### config.mk
export PLATFORM = sky130hd
export DESIGN_NAME = pair_exit_reader_flat
export DESIGN_NICKNAME = d
export VERILOG_FILES = /design/src/rtl/md_pair_pkg.sv /design/src/rtl/pair_exit_reader_if.sv /design/src/rtl/pair_reader_buf.sv /design/src/rtl/pair_exit_reader.sv /design/src/flat_wrapper.sv
export SDC_FILE = /design/constraint.sdc
export NUM_CORES = 1
export LEC_CHECK = 0
export BUFFER_PORTS_ARGS = -buffer_cell sky130_fd_sc_hd__buf_2
export CAP_MARGIN = 25
export CORE_MARGIN = 2
export CORE_UTILIZATION = 45
export DETAILED_ROUTE_END_ITERATION = 16
export SLEW_MARGIN = 5
export SYNTH_ARGS = -nofsm -noshare
export SYNTH_HDL_FRONTEND = slang
export SYNTH_HIERARCHICAL = 1
export SYNTH_SLANG_ARGS = --single-unit
### constraint.sdc
create_clock -name clk -period 7.8 [get_ports clk]
set_input_delay 0 -clock clk [delete_from_list [all_inputs] [get_ports clk]]
set_output_delay 0 -clock clk [all_outputs]
set_load 0.05 [all_outputs]
### src/rtl/md_pair_pkg.sv
// Shared definitions for the pair exit queue: word geometry, the null sentinel and
// the per-frame sample classification used by the reader.
package md_pair_pkg;

    localparam int PAIR_W    = 227;
    localparam int FRAME_LEN = 16;

    localparam logic [PAIR_W-1:0] NULL_PAIR = {1'b1, {(PAIR_W-1){1'b0}}};

    typedef enum logic [1:0] {
        SMP_IDLE  = 2'd0,
        SMP_EMPTY = 2'd1,
        SMP_PAIR  = 2'd2
    } sample_kind_e;

    function automatic logic is_null_pair(input logic [PAIR_W-1:0] w);
        return w == NULL_PAIR;
    endfunction

endpackage

### src/rtl/pair_exit_reader_if.sv
// Queue-side word/empty inputs and pipeline-side valid/ready/payload of the pair exit reader.
// master: the reader itself; slave: the queue plus force pipeline around it.
interface pair_exit_reader_if #(
    parameter int PAIR_W = md_pair_pkg::PAIR_W
);

    logic [PAIR_W-1:0] in_pair;
    logic              in_qempty;
    logic              out_valid;
    logic              out_ready;
    logic [PAIR_W-2:0] out_pair;

    modport master (
        input  in_pair,
        input  in_qempty,
        input  out_ready,
        output out_valid,
        output out_pair
    );

    modport slave (
        output in_pair,
        output in_qempty,
        output out_ready,
        input  out_valid,
        input  out_pair
    );

endinterface

### src/rtl/pair_reader_buf.sv
// DEPTH-entry first-word-fall-through FIFO holding stripped pair payloads.
// Push and pop may coincide even when full; occupancy is exported as count.
module pair_reader_buf #(
    parameter int W     = 226,
    parameter int DEPTH = 4
) (
    input  logic                       clk,
    input  logic                       reset,
    input  logic                       push,
    input  logic                       pop,
    input  logic [W-1:0]               din,
    output logic [W-1:0]               dout,
    output logic [$clog2(DEPTH):0]     count
);

    localparam int AW    = $clog2(DEPTH);
    localparam int CNT_W = AW + 1;

    logic [W-1:0]  mem [DEPTH];
    logic [AW-1:0] wr_ptr;
    logic [AW-1:0] rd_ptr;
    logic          pop_ok;

    assign pop_ok = pop && (count != '0);

    // Storage carries no reset; emptiness is tracked by count alone.
    always_ff @(posedge clk) begin
        if (push) begin
            mem[wr_ptr] <= din;
        end
    end

    always_ff @(posedge clk or negedge reset) begin
        if (!reset) begin
            wr_ptr <= '0;
            rd_ptr <= '0;
            count  <= '0;
        end else begin
            if (push) begin
                wr_ptr <= wr_ptr + 1'b1;
            end
            if (pop_ok) begin
                rd_ptr <= rd_ptr + 1'b1;
            end
            case ({push, pop_ok})
                2'b10:   count <= count + CNT_W'(1);
                2'b01:   count <= count - CNT_W'(1);
                default: count <= count;
            endcase
        end
    end

    assign dout = (count == '0) ? '0 : mem[rd_ptr];

endmodule

### src/rtl/pair_exit_reader.sv
// Consumer end of the pair exit queue: samples one word per frame, drops nulls, buffers pairs
// for the force pipeline and reports drops and drain completion. Optional: PAIR_EXIT_READER_STATS_EN.
module pair_exit_reader #(
    parameter int PAIR_W       = md_pair_pkg::PAIR_W,
    parameter int FRAME_LEN    = md_pair_pkg::FRAME_LEN,
    parameter int SAMPLE_PHASE = 1,
    parameter int DEPTH        = 4,
    parameter int DONE_FRAMES  = 2
) (
    input  logic                          clk,
    input  logic                          reset,
    pair_exit_reader_if.master            q,
    output logic [$clog2(FRAME_LEN)-1:0]  phase,
    output logic                          drop,
    output logic                          done
`ifdef PAIR_EXIT_READER_STATS_EN
    ,
    output logic [31:0]                   stat_pairs,
    output logic [31:0]                   stat_nulls,
    output logic [15:0]                   stat_drops,
    output logic [$clog2(DEPTH):0]        stat_hiwater
`endif
);

    import md_pair_pkg::*;

    localparam int PH_W  = $clog2(FRAME_LEN);
    localparam int CNT_W = $clog2(DEPTH) + 1;
    localparam int EC_W  = $clog2(DONE_FRAMES + 1);

    sample_kind_e        kind_p0;
    logic                sample_p0;
    logic [PAIR_W-2:0]   payload_p0;
    logic                push_req_p0;
    logic                push_p0;
    logic                pop;
    logic                buf_full;
    logic                buf_empty;
    logic [CNT_W-1:0]    count;
    logic [EC_W-1:0]     empty_cnt;

    // A flagged word with any payload bit set is a real pair, not the sentinel.
    function automatic sample_kind_e classify(input logic [PAIR_W-1:0] w, input logic qempty);
        if (qempty || (w[PAIR_W-1] && (w[PAIR_W-2:0] == '0))) begin
            return SMP_EMPTY;
        end
        return SMP_PAIR;
    endfunction

    // Phase counter: reset value lines phase 0 up with the queue presenting a new word.
    always_ff @(posedge clk or negedge reset) begin
        if (!reset) begin
            phase <= PH_W'(FRAME_LEN - 1);
        end else begin
            phase <= phase + 1'b1;
        end
    end

    // Sample stage (p0): classify the frame word in the sample cycle.
    assign sample_p0  = (phase == PH_W'(SAMPLE_PHASE));
    assign payload_p0 = q.in_pair[PAIR_W-2:0];

    always_comb begin
        kind_p0 = SMP_IDLE;
        if (sample_p0) begin
            kind_p0 = classify(q.in_pair, q.in_qempty);
        end
    end

    assign buf_empty   = (count == '0);
    assign buf_full    = (count == CNT_W'(DEPTH));
    assign pop         = q.out_valid && q.out_ready;
    assign push_req_p0 = (kind_p0 == SMP_PAIR);
    // A same-cycle pop frees the slot, so fullness only drops when nothing leaves.
    assign drop        = push_req_p0 && buf_full && !pop;
    assign push_p0     = push_req_p0 && !drop;

    // Buffer stage (p1): registered push makes the pair visible one cycle later.
    pair_reader_buf #(
        .W     (PAIR_W - 1),
        .DEPTH (DEPTH)
    ) u_buf (
        .clk   (clk),
        .reset (reset),
        .push  (push_p0),
        .pop   (pop),
        .din   (payload_p0),
        .dout  (q.out_pair),
        .count (count)
    );

    assign q.out_valid = !buf_empty;

    always_ff @(posedge clk or negedge reset) begin
        if (!reset) begin
            empty_cnt <= '0;
        end else begin
            case (kind_p0)
                SMP_EMPTY: begin
                    if (empty_cnt != EC_W'(DONE_FRAMES)) begin
                        empty_cnt <= empty_cnt + EC_W'(1);
                    end
                end
                SMP_PAIR: empty_cnt <= '0;
                default:  empty_cnt <= empty_cnt;
            endcase
        end
    end

    assign done = (empty_cnt == EC_W'(DONE_FRAMES)) && buf_empty;

`ifdef PAIR_EXIT_READER_STATS_EN
    always_ff @(posedge clk or negedge reset) begin
        if (!reset) begin
            stat_pairs   <= '0;
            stat_nulls   <= '0;
            stat_drops   <= '0;
            stat_hiwater <= '0;
        end else begin
            if (push_p0 && (stat_pairs != '1)) begin
                stat_pairs <= stat_pairs + 32'd1;
            end
            if ((kind_p0 == SMP_EMPTY) && (stat_nulls != '1)) begin
                stat_nulls <= stat_nulls + 32'd1;
            end
            if (drop && (stat_drops != '1)) begin
                stat_drops <= stat_drops + 16'd1;
            end
            if (count > stat_hiwater) begin
                stat_hiwater <= count;
            end
        end
    end
`endif

endmodule

### src/flat_wrapper.sv
// flat-port wrapper written by rule: the top's interface ports become plain ports
module pair_exit_reader_flat import md_pair_pkg::*;
#(
    parameter int PAIR_W       = md_pair_pkg::PAIR_W,
    parameter int FRAME_LEN    = md_pair_pkg::FRAME_LEN,
    parameter int SAMPLE_PHASE = 1,
    parameter int DEPTH        = 4,
    parameter int DONE_FRAMES  = 2
)
  (clk, reset, phase, drop, done, q_in_pair, q_in_qempty, q_out_ready, q_out_valid, q_out_pair);
  pair_exit_reader_if #(.PAIR_W(PAIR_W)) q_i ();
  input  logic clk;
  input  logic reset;
  output logic [$clog2(FRAME_LEN)-1:0] phase;
  output logic drop;
  output logic done;
  input wire logic [$bits(q_i.in_pair)-1:0] q_in_pair;
  input wire logic [$bits(q_i.in_qempty)-1:0] q_in_qempty;
  input wire logic [$bits(q_i.out_ready)-1:0] q_out_ready;
  output wire logic [$bits(q_i.out_valid)-1:0] q_out_valid;
  output wire logic [$bits(q_i.out_pair)-1:0] q_out_pair;
  assign q_i.in_pair = q_in_pair;
  assign q_i.in_qempty = q_in_qempty;
  assign q_i.out_ready = q_out_ready;
  assign q_out_valid = q_i.out_valid;
  assign q_out_pair = q_i.out_pair;
  pair_exit_reader #(.PAIR_W(PAIR_W), .FRAME_LEN(FRAME_LEN), .SAMPLE_PHASE(SAMPLE_PHASE), .DEPTH(DEPTH), .DONE_FRAMES(DONE_FRAMES)) u_core (.clk(clk), .reset(reset), .q(q_i), .phase(phase), .drop(drop), .done(done));
endmodule
Word level (Yosys, flattened, before mapping)

Memory sizes are Yosys's and may differ from the RTL's.
Cells that the tools add are included.
W data, S select, Z words.

Word-level logic and storage cells: 49
Bits in registers: 13
Output and inout port bits: 233
Bits in read-only memories: 0
Latch bits: 0
Memories: 1
Bits of input ports: 231
Memory bits (writable): 904

Memory list:

| memory           | words | width | read ports | clocked after memory_dff | wr ports | RTL line              | RTL |
|---|---|---|---|---|---|---|---|
| u_core.u_buf.mem | 4     | 226   | 1          | 0                        | 1        | pair_reader_buf.sv:19 | `logic [W-1:0] mem [DEPTH];` |

Add/subtract/negate cells: 6
Multiply operators: 0
Reductions and logical operators: 17
Multiplexer cells: 11
Magnitude comparators: 0
Div/mod/pow operators: 0
Bitwise gates (word level): 0
Equality and inequality tests: 9
Shift operators: 0

Operators with widths:

| operator              | count |
|---|---|
| $logic_not A226 Y1    | 1 |
| $mux W226             | 1 |
| $mux W2               | 4 |
| $logic_and A1 B1 Y1   | 7 |
| $add A2 B1 Y2 const B | 3 |
| $eq A2 B2 Y1 const B  | 3 |
| $pmux W3 S2           | 1 |
| $add A4 B1 Y4 const B | 1 |
| $eq A2 B1 Y1 const B  | 2 |
| $eq A4 B1 Y1 const B  | 1 |
| $mux W1               | 4 |
| $pmux W2 S2           | 1 |
| $reduce_bool A2 Y1    | 2 |
| $add A3 B1 Y3 const B | 1 |
| $eq A3 B3 Y1 const B  | 1 |
| $logic_not A1 Y1      | 3 |
| $logic_not A3 Y1      | 1 |
| $reduce_bool A3 Y1    | 1 |
| $sub A3 B1 Y3 const B | 1 |
| $ne A2 B1 Y1 const B  | 1 |
| $ne A2 B2 Y1 const B  | 1 |
| $reduce_and A2 Y1     | 1 |
| $logic_or A1 B1 Y1    | 1 |

Depth between registers and ports, before layout

Depth in word-level cells: 14
Mapped depth: 12
Depth with buffers taken out: 12

Cells and area by module

Netlist, hierarchy kept.

By module, submodules not included:

| module           | area each (um^2) | cells an instance | instances |
|---|---|---|---|
| pair_reader_buf  | 34744.6          | 1468              | 1 |
| pair_exit_reader | 827.0            | 109               | 1 |

Worst setup path before layout

No wires, ideal clock.

Path type: reg2reg
Start: register u_core.phase[0]
End: memory u_core.u_buf.mem[0][0] (enable)
Buffers on the path: 0
Stages on the path, launching flop included: 6
Arrival: 6.531 ns
Slack: 0.656 ns
Required time: 7.186 ns
Period minus slack after synthesis: 7.144 ns
Cells stage by stage: dfstp_2 > ha_1 > nand2_1 > nor2_1 > and3b_1 > and2_1

Longest elaborated chain between the ends: 9

RTL lines:

| element                           | RTL line               | RTL |
|---|---|---|
| from (decl)                       | pair_exit_reader.sv:13 | `output logic [$clog2(FRAME_LEN)-1:0] phase,` |
| from (signal assigned)            | pair_exit_reader.sv:53 | `phase <= PH_W'(FRAME_LEN - 1);` |
| from (signal assigned)            | pair_exit_reader.sv:55 | `phase <= phase + 1'b1;` |
| $eq A4 B1 Y1 (*)                  | pair_exit_reader.sv:60 | `assign sample_p0 = (phase == PH_W'(SAMPLE_PHASE));` |
| $mux W2 (*)                       | pair_exit_reader.sv:65 | `if (sample_p0) begin` |
| $eq A2 B2 Y1 (*)                  | pair_exit_reader.sv:73 | `assign push_req_p0 = (kind_p0 == SMP_PAIR);` |
| $logic_and A1 B1 Y1 (2 in series) | pair_exit_reader.sv:75 | `assign drop = push_req_p0 && buf_full && !pop;` |
| $logic_not A1 Y1                  | pair_exit_reader.sv:76 | `assign push_p0 = push_req_p0 && !drop;` |
| $logic_and A1 B1 Y1 (*)           | pair_exit_reader.sv:76 |  |
| via u_core.push_p0                | pair_exit_reader.sv:35 | `logic push_p0;` |
| $mux W1 (*)                       | pair_reader_buf.sv:28  | `if (push) begin` |
| $mux W1 (not written as such) (*) | pair_reader_buf.sv:29  | `mem[wr_ptr] <= din;` |
| to (decl)                         | pair_reader_buf.sv:19  |  |

The timed path passes the listed nets; every way through them passes the cells marked *.

Worst setup path after layout

Start: register u_core.phase[0]
End: memory u_core.u_buf.mem[1][172] (enable)

The elaborated chain is that of the path after synthesis.

==> summary.md <==
| Metric | Value |
|---|---|
| Outcome | `finished, final reports clean` |
| Hold-fix buffers, CTS | `about 230` |
| GPL Wtd Cong | `0.766` |
| F_max | `approximately 220 MHz` |
| Die W | `roughly 290 um` |
| Number of synthesized flops with an enable pin | `904` |
| Vias in the first global route | `around 20000` |
| Syn Nets | `approximately 1800` |
| Setup repair bufs after CTS | `0` |
| Hold Path Depth | `6` |
| Combinational share of power | `around two fifths` |
| Critical Path Fanout Max | `just over 60` |
| Final Skew | `approximately 0.019 ns` |
| Most common cell after layout, fill and taps aside | `edfxtp_1` |
| Cell mode on critical path | `buf_4` |
| Area Growth Syn to Fin | `24.0%` |
| Leakage | `between 15 and 20 nW` |
| Clock power share | `around a quarter` |
| CTS tree | `done` |
| Synth Warn # | `6` |
| Slew Limit Fails | `0` |
| Clock Tree Buf Depth | `3` |
| Post-Syn Area per Cell | `roughly 23 sq um` |
| Routed length per instance | `roughly 24 um` |
| Storage cell area | `~27000 sq um` |
| DRC viols | `0` |
| Initial antenna violation count | `7` |
| Num rows | `103` |
| Global-route usage over all layers | `between 20 and 25%` |
| Core area | `78600 sq um` |
| Area contributors post-synth | `edfxtp_1 (76%), mux4_2 (14%), and2_1 (4.1%)` |
| Clock Pin Slew Worst Setup and Hold Paths | `approximately 0.060 ns` |
| Clock sink total | `917` |
| Initial Utilization | `about 45%` |
| Clock latency at the later pin of the worst-skew pair | `around 0.65 ns` |
| R2R depth | `7` |
| Crit path max-delay cell type | `and2_4` |
| Final Cycle Share | `between 50% and 60%` |
| HP Start | `q_in_pair[226]` |
| Flop pwr share | `about a third` |
| Worst Hold Path EP | `u_core/empty_cnt[0]` |
| Die Span Y | `between 200 and 300 um` |
| Post-synth cell types | `31` |
| Sequential area share after synthesis | `77.2%` |
| Maxcap violations | `0` |
| Post-CTS sizing | `0` |
| First-pass GRT wire length | `approximately 120000 um` |
| Switching Share | `between 40 and 50%` |
| Cell area after synthesis | `between 30000 and 40000 sq um` |
| RSZ-0062 raised after global routing | `no` |
| Fin. Hold Viols | `0` |
| Final min period | `4.45 ns` |
| Setup ws final | `3.35 ns` |
| Psw | `0.00695 W` |
| Max VDD drop | `approximately 330 uV` |
| PortBufs | `463` |
| Hold WC Path Type | `in -> reg` |
| Final setup violation count | `0` |
| R2r setup slk | `about 3.3 ns` |
| WP data arrival | `4.71 ns` |
| Leading area contributor after synthesis | `edfxtp_1` |
| Slew @ Worst Pin | `1.08 ns` |
| TNS Setup | `0 ns` |
| Cts bufs inserted | `96` |
| Register bit total from synthesis | `917` |
| Synth async-reset ratio | `1.42%` |
| Final Util | `between 50% and 60%` |
| Critical path, cell by cell | `ha_1, nand2_1, nor2_1, and3b_1, and2_4, buf_4, buf_4` |
| CP Capture Type | `flop` |
| GRT overflow | `0` |
| Starting DRT DRC Count | `roughly 1300` |
| Max-slew headroom | `between 20% and 30%` |
| Crit Path Class | `reg -> reg` |
| Post-Syn Instances | `1577` |
| Layout cell share with drive strength beyond 1 | `between 30% and 40%` |
| Largest net degree at the start of global routing | `140` |
| Vias after detailed routing | `roughly 18000` |
| Slowest cell delay on critical path | `about 0.8 ns` |
| Nets | `about 2600` |
| WP data required | `just over 8 ns` |
| Die area | `around 80000 sq um` |
| Top Ports | `between 400 and 500` |
| Startpoint class of the critical path | `flop` |
| Pwr dens | `approximately 400 nW/um^2` |
| Final wirelength | `82700 um` |
| Multi-input logic area | `between 7000 and 8000 sq um` |
| Area share of the largest cell type after synthesis | `between 70% and 80%` |
| Synth Flop Type | `edfxtp_1` |
| R2r endpoint | `u_core/u_buf/mem[1][172]` |
| R2R Path Start | `u_core/phase[0]` |
| Internal | `0.0103 W` |
| DP HPWL | `between 40000 and 50000 um` |
| Vias/cell | `5.36` |
| First-pass DRT Iterations | `5` |
| CTS root buf | `clkbuf_16` |
| Fill count | `about 6100` |
| Commonest non-fill, non-tap cells in the layout | `edfxtp_1 (904), buf_2 (465), dlygate4sd3_1 (231)` |
| Pre-CTS WS | `about 3.0 ns` |
| Pwr Total | `~0.017 W` |
| Routed Antenna Nets | `0` |
| H-tree depth | `3` |
## registers in the layout (all words and copies together), names as in the netlist
signal               cells
u_core/empty_cnt         2
u_core/phase             4
u_core/u_buf/count       3
u_core/u_buf/mem       904
u_core/u_buf/rd_ptr      2
u_core/u_buf/wr_ptr      2
## routing by layer
layer | wire (um) | GRT usage [%]
met5 | 34 | 0
met4 | 1930 | 6.05
met3 | 6040 | 5.10
met2 | 40600 | 32.6
met1 | 34100 | 27.6
## power groups by stage
stage          clock [W]  combinational [W]  sequential, W
6_report         0.00430            0.00710        0.00586
5_1_grt          0.00460            0.00748        0.00587
4_1_cts          0.00441            0.00721        0.00586
3_5_place_dp           0            0.00709        0.00597
3_3_place_gp           0            0.00708        0.00597
2_1_floorplan          0            0.00556        0.00604
## synthesized netlist by cell type, types with 3 or more instances
cell type	instances
edfxtp_1	904
and2_1	232
mux4_2	226
nor4_1	54
clkbuf_1	28
buf_12	22
buf_2	16
nand4_1	14
inv_1	12
dfrtp_1	9
ha_1	8
buf_1	6
nor2_1	5
xor2_1	5
dfstp_2	4
nor4_2	4
xnor2_1	4
buf_6	3
nand3_1	3
## area by class of cell
class / count / share of cell area [%]
clock inverters: 50 / 0.933
diodes: 4 / 0.0227
repair buffers: 718 / 11.2
well taps: 1050 / 2.98
inverters: 12 / 0.102
multi-input cells: 572 / 16.7
flip-flops and latches: 917 / 62.3
clock buffers: 123 / 5.77
## kinds of logic after synthesis
kind of cell,Yosys count,share of synthesized area (%)
flops,917,77.2
simple gates,323,5.71
mux,228,14.4
buf+inv,88,2.09
xor+xnor,9,0.222
fa+ha+maj,9,0.338
compound gates,3,0.0422
## worst max path at each step
| stage | start | end | slack, ns |
|---|---|---|---|
| finish | u_core/phase[0] | u_core/u_buf/mem[1][172] | 3.35 |
| global route | q_in_pair[161] | u_core/u_buf/mem[1][128] | 2.91 |
| detailed placement | q_in_pair[61] | u_core/u_buf/mem[2][41] | 3.04 |
| CTS | q_in_pair[61] | u_core/u_buf/mem[2][38] | 3.17 |
| global placement | q_in_pair[61] | u_core/u_buf/mem[2][41] | 2.96 |
| floorplan | u_core/phase[0] | u_core/u_buf/mem[0][0] | 0.66 |
## stage by stage
stage / hold slack [ns] / cell area (sq um) / cells
final: 0.0491 / 44100 / 3446
after global routing: 0.109 / 44100 / 3445
after CTS: 0.0430 / 44000 / 3440
after detailed placement: -0.0743 / 38800 / 3036
after global placement: -0.0806 / 38700 / 3032
after floorplan: -0.296 / 35600 / 1577
## worst max-delay path, delay by kind of cell (launching register included)
family                   cells  cell delay (ns)
AND/OR/NAND/NOR              4             1.56
buffers and inverters        2             1.54
flip-flops                   1             0.57
adder cells (fa/ha/maj)      1             0.16
Power figures use the tool's default switching activity.
